## src/rtl/noc_flit_pkg.sv

```systemverilog
// rtl/noc_flit_pkg.sv - shared flit field layout, FSM states and flit slice helper
package noc_flit_pkg;

    // Field offsets counted down from the flit MSB
    localparam int FLIT_VALID_POS = 0;
    localparam int FLIT_HEAD_POS  = 1;
    localparam int FLIT_TAIL_POS  = 2;
    localparam int FLIT_VC_POS    = 3;

    localparam int MAX_WORD_W = 256;

    localparam logic [0:0] IDLE = 1'b0;
    localparam logic [0:0] SEND = 1'b1;

    // Flit 1 is the most significant slice; idx 0 selects flit 1
    function automatic logic [MAX_WORD_W-1:0] flit_slice(
        input logic [MAX_WORD_W-1:0] word,
        input int                    flit_w,
        input int                    idx
    );
        logic [MAX_WORD_W-1:0] mask;
        mask = {MAX_WORD_W{1'b1}} >> (MAX_WORD_W - flit_w);
        return (word >> ((3 - idx) * flit_w)) & mask;
    endfunction

endpackage

```

## src/rtl/packet_word_fifo.sv

```systemverilog
// rtl/packet_word_fifo.sv - synchronous wide-word FIFO with full/empty flags
module packet_word_fifo #(
    parameter int WIDTH = 36,
    parameter int DEPTH = 2
) (
    input  logic                     clk,
    input  logic                     rst_n,
    input  logic                     wr_en,
    input  logic [WIDTH-1:0]         wr_data,
    input  logic                     rd_en,
    output logic [WIDTH-1:0]         rd_data,
    output logic                     full,
    output logic                     empty,
    output logic [$clog2(DEPTH):0]   count
);
    localparam int AW = $clog2(DEPTH);

    logic [WIDTH-1:0] mem [DEPTH];
    logic [AW-1:0]    wr_ptr;
    logic [AW-1:0]    rd_ptr;
    logic             do_wr;
    logic             do_rd;

    assign full    = (count == (AW+1)'(DEPTH));
    assign empty   = (count == '0);
    assign do_wr   = wr_en && !full;
    assign do_rd   = rd_en && !empty;
    assign rd_data = mem[rd_ptr];

    always_ff @(posedge clk) begin
        if (do_wr) mem[wr_ptr] <= wr_data;
    end

    always_ff @(posedge clk or negedge rst_n) begin
        if (!rst_n) begin
            wr_ptr <= '0;
            rd_ptr <= '0;
            count  <= '0;
        end else begin
            if (do_wr) wr_ptr <= wr_ptr + 1'b1;
            if (do_rd) rd_ptr <= rd_ptr + 1'b1;
            if (do_wr && !do_rd)      count <= count + 1'b1;
            else if (!do_wr && do_rd) count <= count - 1'b1;
        end
    end

endmodule

```

## src/rtl/flit_serializer.sv

```systemverilog
// rtl/flit_serializer.sv - wide packet word to per-cycle flit stream with per-VC credits
module flit_serializer
    import noc_flit_pkg::*;
#(
    parameter int WIDTH_IN         = 36,
    parameter int FLIT_WIDTH       = WIDTH_IN / 4,
    parameter int VC_ADDRESS_WIDTH = 1,
    parameter int BUFFER_DEPTH     = 8,
    parameter int FIFO_DEPTH       = 2
) (
    input  logic                            clk,
    input  logic                            rst_n,
    input  logic [WIDTH_IN-1:0]             data_in,
    input  logic                            valid_in,
    output logic                            ready_out,
    output logic [FLIT_WIDTH-1:0]           flit_out,
    output logic                            flit_valid_out,
    input  logic [2**VC_ADDRESS_WIDTH-1:0]  credit_in
);
    localparam int NUM_VC    = 2**VC_ADDRESS_WIDTH;
    localparam int CW        = $clog2(BUFFER_DEPTH + 1);
    localparam int FAW       = $clog2(FIFO_DEPTH);
    localparam int VALID_BIT = FLIT_WIDTH - 1 - FLIT_VALID_POS;
    localparam int TAIL_BIT  = FLIT_WIDTH - 1 - FLIT_TAIL_POS;
    localparam int VC_MSB    = FLIT_WIDTH - 1 - FLIT_VC_POS;

    logic [WIDTH_IN-1:0]         head;
    logic                        full;
    logic                        empty;
    logic [FAW:0]                fifo_count;
    logic                        wr_ok;
    logic                        pop;
    logic                        emit;
    logic                        next_empty;
    logic [0:0]                  state;
    logic [1:0]                  idx;
    logic [FLIT_WIDTH-1:0]       cur;
    logic [VC_ADDRESS_WIDTH-1:0] cur_vc;
    logic [CW-1:0]               credit [NUM_VC];
    logic [NUM_VC-1:0]           has_credit;

    assign ready_out = !full;
    assign wr_ok     = valid_in && !full;

    packet_word_fifo #(
        .WIDTH (WIDTH_IN),
        .DEPTH (FIFO_DEPTH)
    ) u_fifo (
        .clk     (clk),
        .rst_n   (rst_n),
        .wr_en   (valid_in),
        .wr_data (data_in),
        .rd_en   (pop),
        .rd_data (head),
        .full    (full),
        .empty   (empty),
        .count   (fifo_count)
    );

    // The head word is worked on as soon as it lands so a new word reaches flit_out two edges after accept
    always_comb begin
        cur    = FLIT_WIDTH'(flit_slice(MAX_WORD_W'(head), FLIT_WIDTH, int'(idx)));
        cur_vc = cur[VC_MSB -: VC_ADDRESS_WIDTH];
        emit   = !empty && cur[VALID_BIT] && has_credit[cur_vc];
        pop    = !empty && (!cur[VALID_BIT] || (emit && (cur[TAIL_BIT] || idx == 2'd3)));
        next_empty = !wr_ok && (empty || (pop && fifo_count == (FAW+1)'(1)));
    end

    always_ff @(posedge clk or negedge rst_n) begin
        if (!rst_n) begin
            state          <= IDLE;
            idx            <= 2'd0;
            flit_out       <= '0;
            flit_valid_out <= 1'b0;
        end else begin
            state          <= next_empty ? IDLE : SEND;
            flit_valid_out <= emit;
            flit_out       <= emit ? cur : '0;
            if (pop)       idx <= 2'd0;
            else if (emit) idx <= idx + 2'd1;
        end
    end

    for (genvar v = 0; v < NUM_VC; v++) begin : g_credit
        logic [CW-1:0] cnt;
        logic          dec;

        assign dec           = emit && (cur_vc == VC_ADDRESS_WIDTH'(v));
        assign credit[v]     = cnt;
        assign has_credit[v] = (credit[v] != '0);

        always_ff @(posedge clk or negedge rst_n) begin
            if (!rst_n) begin
                cnt <= CW'(BUFFER_DEPTH);
            end else if (credit_in[v] && !dec) begin
                if (cnt != CW'(BUFFER_DEPTH)) cnt <= cnt + 1'b1;
            end else if (!credit_in[v] && dec) begin
                cnt <= cnt - 1'b1;
            end
        end

`ifndef SYNTHESIS
        always_ff @(posedge clk) begin
            if (rst_n) assert (!(credit_in[v] && !dec && cnt == CW'(BUFFER_DEPTH)));
        end
`endif
    end

endmodule

```

## config.mk

```make
export PLATFORM = sky130hd
export DESIGN_NAME = flit_serializer
export DESIGN_NICKNAME = d
export VERILOG_FILES = /design/src/rtl/noc_flit_pkg.sv /design/src/rtl/packet_word_fifo.sv /design/src/rtl/flit_serializer.sv
export SDC_FILE = /design/constraint.sdc
export NUM_CORES = 1
export LEC_CHECK = 0
export CORE_MARGIN = 4
export CORE_UTILIZATION = 49
export DETAILED_ROUTE_END_ITERATION = 12
export PLACE_DENSITY = 0.72
export SLEW_MARGIN = 40
export SYNTH_ARGS = -nofsm -noshare
export SYNTH_HDL_FRONTEND = slang
export SYNTH_SLANG_ARGS = --single-unit
```

## constraint.sdc

```tcl
create_clock -name clk -period 3.05 [get_ports clk]
set_input_delay 0.305 -clock clk [delete_from_list [all_inputs] [get_ports clk]]
set_output_delay 0.305 -clock clk [all_outputs]
set_load 0.01 [all_outputs]
```

==> results of run 1 <==
cell type report:
cell class / count / area [sq um] / share of cell area (%)
clock buffer: 10 / 128 / 2.57
sequential: 96 / 2770 / 55.7
inverter: 6 / 22.5 / 0.454
clock inverter: 6 / 90.1 / 1.82
timing repair buffer: 64 / 612 / 12.3
multi-input combinational: 123 / 1220 / 24.5
tap: 102 / 128 / 2.57
flip-flops by register name, summed over array words and instances, names as in the netlist:
register,cells
flit_out,9
flit_valid_out,1
g_credit.cnt,8
idx,2
u_fifo.count,2
u_fifo.mem,72
u_fifo.rd_ptr,1
u_fifo.wr_ptr,1
worst register-to-register path: cells and delay by family, from the launching register on:
family	cells	cell delay, ns
AOI/OAI and AO/OA	5	1.00
and+or+nand+nor	1	0.07
adders and majority gates	1	0.30
DFF	1	0.49
muxes	2	0.65
buffers and inverters	1	0.19
report_power, final:
group | switching, mW | internal [mW]
sequential | 0.206 | 1.83
clock | 0.436 | 0.466
combinational | 1.08 | 1.06
routing by layer:
metal  wire length (um)  track usage (%)  vias to the layer above  share of wire, %
met2               3440             24.8                       66                48
met4                 97             5.36                        0               1.4
li1                   -                -                     1034                 -
met3                436             4.46                       10               6.1
met1               3200             20.9                     1108                45
met5                  0                0                        -                 0
through the flow:
step / hold WS [ns] / utilization [%] / total power, mW / area, sq um
after global placement: 0.484 / 59.8 / 4.11 / 4720
after floorplan: 0.00941 / - / 3.62 / 4060
final: 0.302 / 62.9 / 5.09 / 4960
after global routing: 0.353 / 62.9 / 5.43 / 4960
after CTS: 0.315 / 62.6 / 5.09 / 4930
after detailed placement: 0.490 / 59.8 / 4.18 / 4720
path summary, 6_finish.rpt:
| kind | startpoint | endpoint | slack [ns] | cells after the start |
|---|---|---|---|---|
| worst max-delay path | u_fifo.rd_ptr | g_credit[1].cnt[3] | 0.29 | 10 |
| worst min-delay path | rst_n | g_credit[1].cnt[1] | 0.30 | 2 |
| worst max register to register | u_fifo.rd_ptr | g_credit[1].cnt[3] | 0.29 | 10 |
| worst min register to register | g_credit[0].cnt[3] | g_credit[0].cnt[3] | 0.50 | 1 |
| max in group asynchronous | rst_n | g_credit[0].cnt[3] | 2.44 | 2 |
| min in group clk | g_credit[0].cnt[3] | g_credit[0].cnt[3] | 0.50 | 1 |
cell usage in the layout, fill, tap and decap left out, types with 3 or more instances in the layout:
cell	Yosys	layout
a21o_1	5	5
dfrtp_1	22	21
inv_1	6	6
clkbuf_8	2	9
edfxtp_1	72	72
clkdlybuf4s50_1	0	51
nand2_1	15	15
mux2i_1	16	16
nor2_1	9	8
ha_1	6	6
o2bb2ai_1	4	4
a21oi_1	6	6
xnor2_1	6	6
nor3_1	3	3
buf_4	0	12
xor2_1	5	5
mux4_2	14	14
logic make-up after synthesis:
| group | Yosys count | synth area share, % |
|---|---|---|
| flops | 96 | 68.1 |
| simple gates | 40 | 4.68 |
| xor+xnor | 11 | 2.37 |
| mux | 35 | 13.9 |
| compound gates | 29 | 5.95 |
| fa+ha+maj | 8 | 2.84 |
| buf+inv | 13 | 2.13 |
timing repair:
item	4_1_cts	5_1_grt
resized for setup	0	2
buffers inserted	0	3
endpoints found under the setup margin	0	4
hold endpoints to repair	0	0
==> impl_metrics.py, run 1 <==
metrics = {
    "power": {
        "leakagePower_nw": 1.85,
        "pwr_density_cell_nw_per_um2": 1020,
        "ir_drop_mv": 0.481,
    },
    "layout": {
        "antenna_cells": 0,
        "fill_cells": 582,
        "layout-drive-gt1-share_pct": 18.4,
        "stdcell_count": 407,
        "fin_nets": 349,
        "area_growth_pct": 22.2,
    },
    "critical_path": {
        "arrival_ns": 3.05,
        "cp.required_ns": 3.34,
        "cpPeakStageDelay_ns": 0.56,
        "crit_chain": "mux4_2 -> o311ai_4 -> buf_4 -> o21ai_2 -> ha_1 -> a21o_1 -> a21o_1 -> nand2_1 -> a2bb2oi_1 -> mux2i_1",
        "startpoint_type": "flop",
        "worst-setup-path-type": "reg -> reg",
        "endpoint_kind": "flop",
        "worstPathBufferInverterCount": 1,
        "critPathSlowestCell": "mux4_2",
        "cp_max_fo": 7,
        "crit_top_cell": "a21o_1",
        "critical_path.top_delay_family": "compound AO/OA/AOI/OAI gates",
    },
    "floorplan": {
        "die_w_um": 99.0,
        "core_sq_um": 7890,
        "fp-row-count": 32,
        "ioPinCount": 52,
        "die_area_sq_um": 9810,
        "initial_core_util_pct": 51.5,
        "die_height_um": 99.0,
    },
    "sta": {
        "relSlewSlack_pct": 65.7,
        "finalClockSkew_ns": 0.00718,
        "grt_setup_unrepaired": "false",
        "tns_ns": 0,
        "setup_viol": 0,
        "final-max-slew-violation-count": 0,
        "worst_pin_slew_ns": 0.514,
        "period_minus_slack_ns": 2.76,
        "max_freq_mhz": 362,
        "min_period_over_period_pct": 90.5,
        "worst_slack_ns": 0.290,
        "hold_viol": 0,
    },
    "placed_design": {
        "dp.cells": 388,
        "gp_congestion": 0.720,
        "pre_cts_slack_ns": 0.0855,
        "io_buffers": 51,
        "dpl.hpwl_mm": 4.84,
    },
    "flow_run": {
        "cap_violations": 0,
    },
    "outcome": {
        "outcome": "finished clean",
    },
    "global_routing": {
        "antenna_found_initial": 0,
        "grt_pass1_vias": 2339,
        "grt-ovfl-total": 0,
        "grt_use_total_pct": 15.7,
        "grt_max_degree": 37,
        "grt_pass1_wl_mm": 11.7,
    },
    "logic_synthesis": {
        "synth_top_area_share_pct": 53.3,
        "ys_types": 45,
        "synth_top_area_cell": "edfxtp_1",
        "synth_area_leaders": "edfxtp_1, dfrtp_1, mux4_2",
        "syn_area_sq_um": 4060,
        "synth_most_common_cell": "edfxtp_1",
        "synthArstFlopShare_pct": 25.0,
        "yosysSeqAreaShare_pct": 68.1,
        "netlist_instances": 232,
        "synth_warnings": 0,
        "yosys-top-cells-count": "edfxtp_1, dfrtp_1, mux2i_1",
        "synthesis.nets": 281,
        "syn_area_per_cell_sq_um": 17.5,
        "synth_top_flop_cell": "edfxtp_1",
        "ys_ff_latch": 96,
        "synth-edff-count": 72,
    },
    "routing": {
        "drc": 0,
        "drt-total-wl_mm": 7.17,
        "drt-initial-drc-count": 125,
        "num_vias": 2218,
        "drtAntennaViolNets": 0,
        "wl_per_cell_um": 17.6,
        "via_per_inst": 5.45,
        "dr.pass1.iters": 4,
    },
    "clock_network": {
        "clk_pin_slew_ns": 0.09,
        "cts_hold_buf": 0,
        "cts_max_level": 3,
        "clock-sinks": 96,
        "cts_buffers": 9,
        "insertion_delay_ns": 0.36,
        "cts_tree": "yes",
        "clock-root-buffer": "clkbuf_8",
        "ctsLongestPathBuffers": 2,
    },
    "hold_path": {
        "worst_hold_path_type": "in -> async",
    },
}
Power figures use the tool's default switching activity.
==> run 2, diff against run 1 <==
--- a/config.mk
+++ b/config.mk
@@ -5,10 +5,9 @@
 export SDC_FILE = /design/constraint.sdc
 export NUM_CORES = 1
 export LEC_CHECK = 0
-export CORE_MARGIN = 4
-export CORE_UTILIZATION = 49
+export CORE_MARGIN = 10
+export CORE_UTILIZATION = 40
 export DETAILED_ROUTE_END_ITERATION = 12
-export PLACE_DENSITY = 0.72
 export SLEW_MARGIN = 40
 export SYNTH_ARGS = -nofsm -noshare
 export SYNTH_HDL_FRONTEND = slang
==> impl_metrics.py, run 2 (synthesis gave the netlist of run 1 again) <==
metrics = {
    "sta": {
        "worst_slack_ns": 0.227,
        "grt_setup_unrepaired": "false",
        "hold_viol": 0,
        "max_freq_mhz": 354,
        "worst_pin_slew_ns": 0.544,
        "final-max-slew-violation-count": 0,
        "relSlewSlack_pct": 63.7,
        "setup_viol": 0,
        "min_period_over_period_pct": 92.6,
        "tns_ns": 0,
        "finalClockSkew_ns": 0.0133,
        "period_minus_slack_ns": 2.82,
    },
    "critical_path": {
        "arrival_ns": 3.05,
        "startpoint_type": "flop",
        "worst-setup-path-type": "reg -> reg",
        "r2r_end": "g_credit[0].cnt[2]",
        "cp_max_fo": 8,
        "r2r_slack_ns": 0.23,
        "timing.rr.start": "u_fifo.rd_ptr",
        "endpoint_kind": "flop",
        "cp.required_ns": 3.28,
        "r2r_cells": 8,
    },
    "routing": {
        "num_vias": 2199,
        "drt-initial-drc-count": 76,
        "drc": 0,
        "via_per_inst": 5.01,
        "drtAntennaViolNets": 0,
        "drt-total-wl_mm": 7.69,
        "wl_per_cell_um": 17.5,
        "dr.pass1.iters": 4,
    },
    "clock_network": {
        "ctsLongestPathBuffers": 2,
        "clock-sinks": 96,
        "clk_pin_slew_ns": 0.10,
        "clock-root-buffer": "clkbuf_8",
        "cts_hold_buf": 0,
        "insertion_delay_ns": 0.36,
        "cts_tree": "yes",
        "cts_buffers": 9,
        "cts_max_level": 3,
    },
    "global_routing": {
        "grt-ovfl-total": 0,
        "grt_use_total_pct": 11.1,
        "grt_pass1_vias": 2425,
        "grt_max_degree": 37,
        "antenna_found_initial": 0,
        "grt_pass1_wl_mm": 12.8,
    },
    "layout": {
        "antenna_cells": 0,
        "layout-drive-gt1-share_pct": 19.0,
        "area_growth_pct": 22.6,
        "fin_nets": 350,
        "mostFrequentLayoutCells": "edfxtp_1, clkdlybuf4s50_1, dfrtp_1",
        "fin_area_sq_um": 4980,
        "top_regs": "u_fifo.mem: 72 flops, flit_out: 9 flops, g_credit.cnt: 8 flops",
        "final_common_cell": "edfxtp_1",
        "stdcell_count": 439,
        "largest_reg_flops": 72,
        "largest-register": "u_fifo.mem",
    },
    "placed_design": {
        "dp.cells": 421,
        "dpl.hpwl_mm": 5.20,
        "io_buffers": 51,
        "pre_cts_slack_ns": 0.192,
        "place_area_sq_um": 4780,
        "gp_congestion": 0.719,
    },
    "power": {
        "pwr_density_cell_nw_per_um2": 1000,
        "leakagePower_nw": 1.84,
        "ir_drop_mv": 0.433,
    },
    "floorplan": {
        "fp-row-count": 36,
        "ioPinCount": 52,
        "initial_core_util_pct": 41.3,
        "core_sq_um": 9820,
        "die_w_um": 121,
        "die_height_um": 121,
        "die_area_sq_um": 14600,
    },
    "flow_run": {
        "cap_violations": 0,
    },
    "outcome": {
        "outcome": "finished clean",
    },
    "hold_path": {
        "worst_hold_path_type": "in -> async",
    },
}
run 2: cell count changes in the layout (fill, tap and decap cells not counted), sizes merged:
cell / delta
inv: +2
bufinv: -2
clkbuf: -1
clkinv: +1
buf: +1
run 2: worst max path at each step:
stage / from / to / cells after the start
after global placement: u_fifo.rd_ptr / g_credit[0].cnt[3] / 9
after detailed placement: u_fifo.rd_ptr / g_credit[0].cnt[3] / 9
final: u_fifo.rd_ptr / g_credit[0].cnt[2] / 8
after floorplan: u_fifo.count[0] / u_fifo.mem[0][0] / 3
after CTS: u_fifo.rd_ptr / g_credit[0].cnt[2] / 8
after global routing: u_fifo.rd_ptr / g_credit[0].cnt[3] / 9
run 2: critical path, stage by stage (launching register included):
cell and delay, ns:
dfrtp_1 0.52, mux4_2 0.57, o311ai_4 0.46, o21ai_0 0.21, buf_4 0.19, fa_1 0.37, xor2_1 0.16, mux2i_1 0.14
mux2i_1 0.09
run 2: metal layers:
metal  global-route usage (%)  wire length, um
met5                        0                0
met2                     18.7             3930
met3                     4.61              424
met4                     2.34               86
met1                     12.9             3250
run 2: what timing repair did:
item	CTS	global route
endpoints found under the setup margin	0	1
setup buffers	0	2
gates resized for setup	0	0
run 2: metrics by stage:
stage	power, mW	hold slack, ns	utilization (%)
global placement	4.21	0.492	48.6
detailed placement	4.24	0.499	48.6
finish	5.00	0.324	50.7
floorplan	3.62	0.00941	-
global route	5.38	0.340	50.7
CTS	5.05	0.317	50.5
run 2: layout make-up:
cell class                 instances  area [sq um]
fill                             863          4840
inverter                           6          22.5
multi-input combinational        123          1220
sequential                        96          2770
clock buffer                       9           124
tap                              133           166
clock inverter                     7          63.8
timing repair buffer              65           616
run 2: power by group:
group          total [mW]  internal, mW  switching, mW
registers            2.03          1.83          0.200
logic                2.18          1.09           1.09
clock network       0.787         0.314          0.474
total                5.00          3.23           1.77
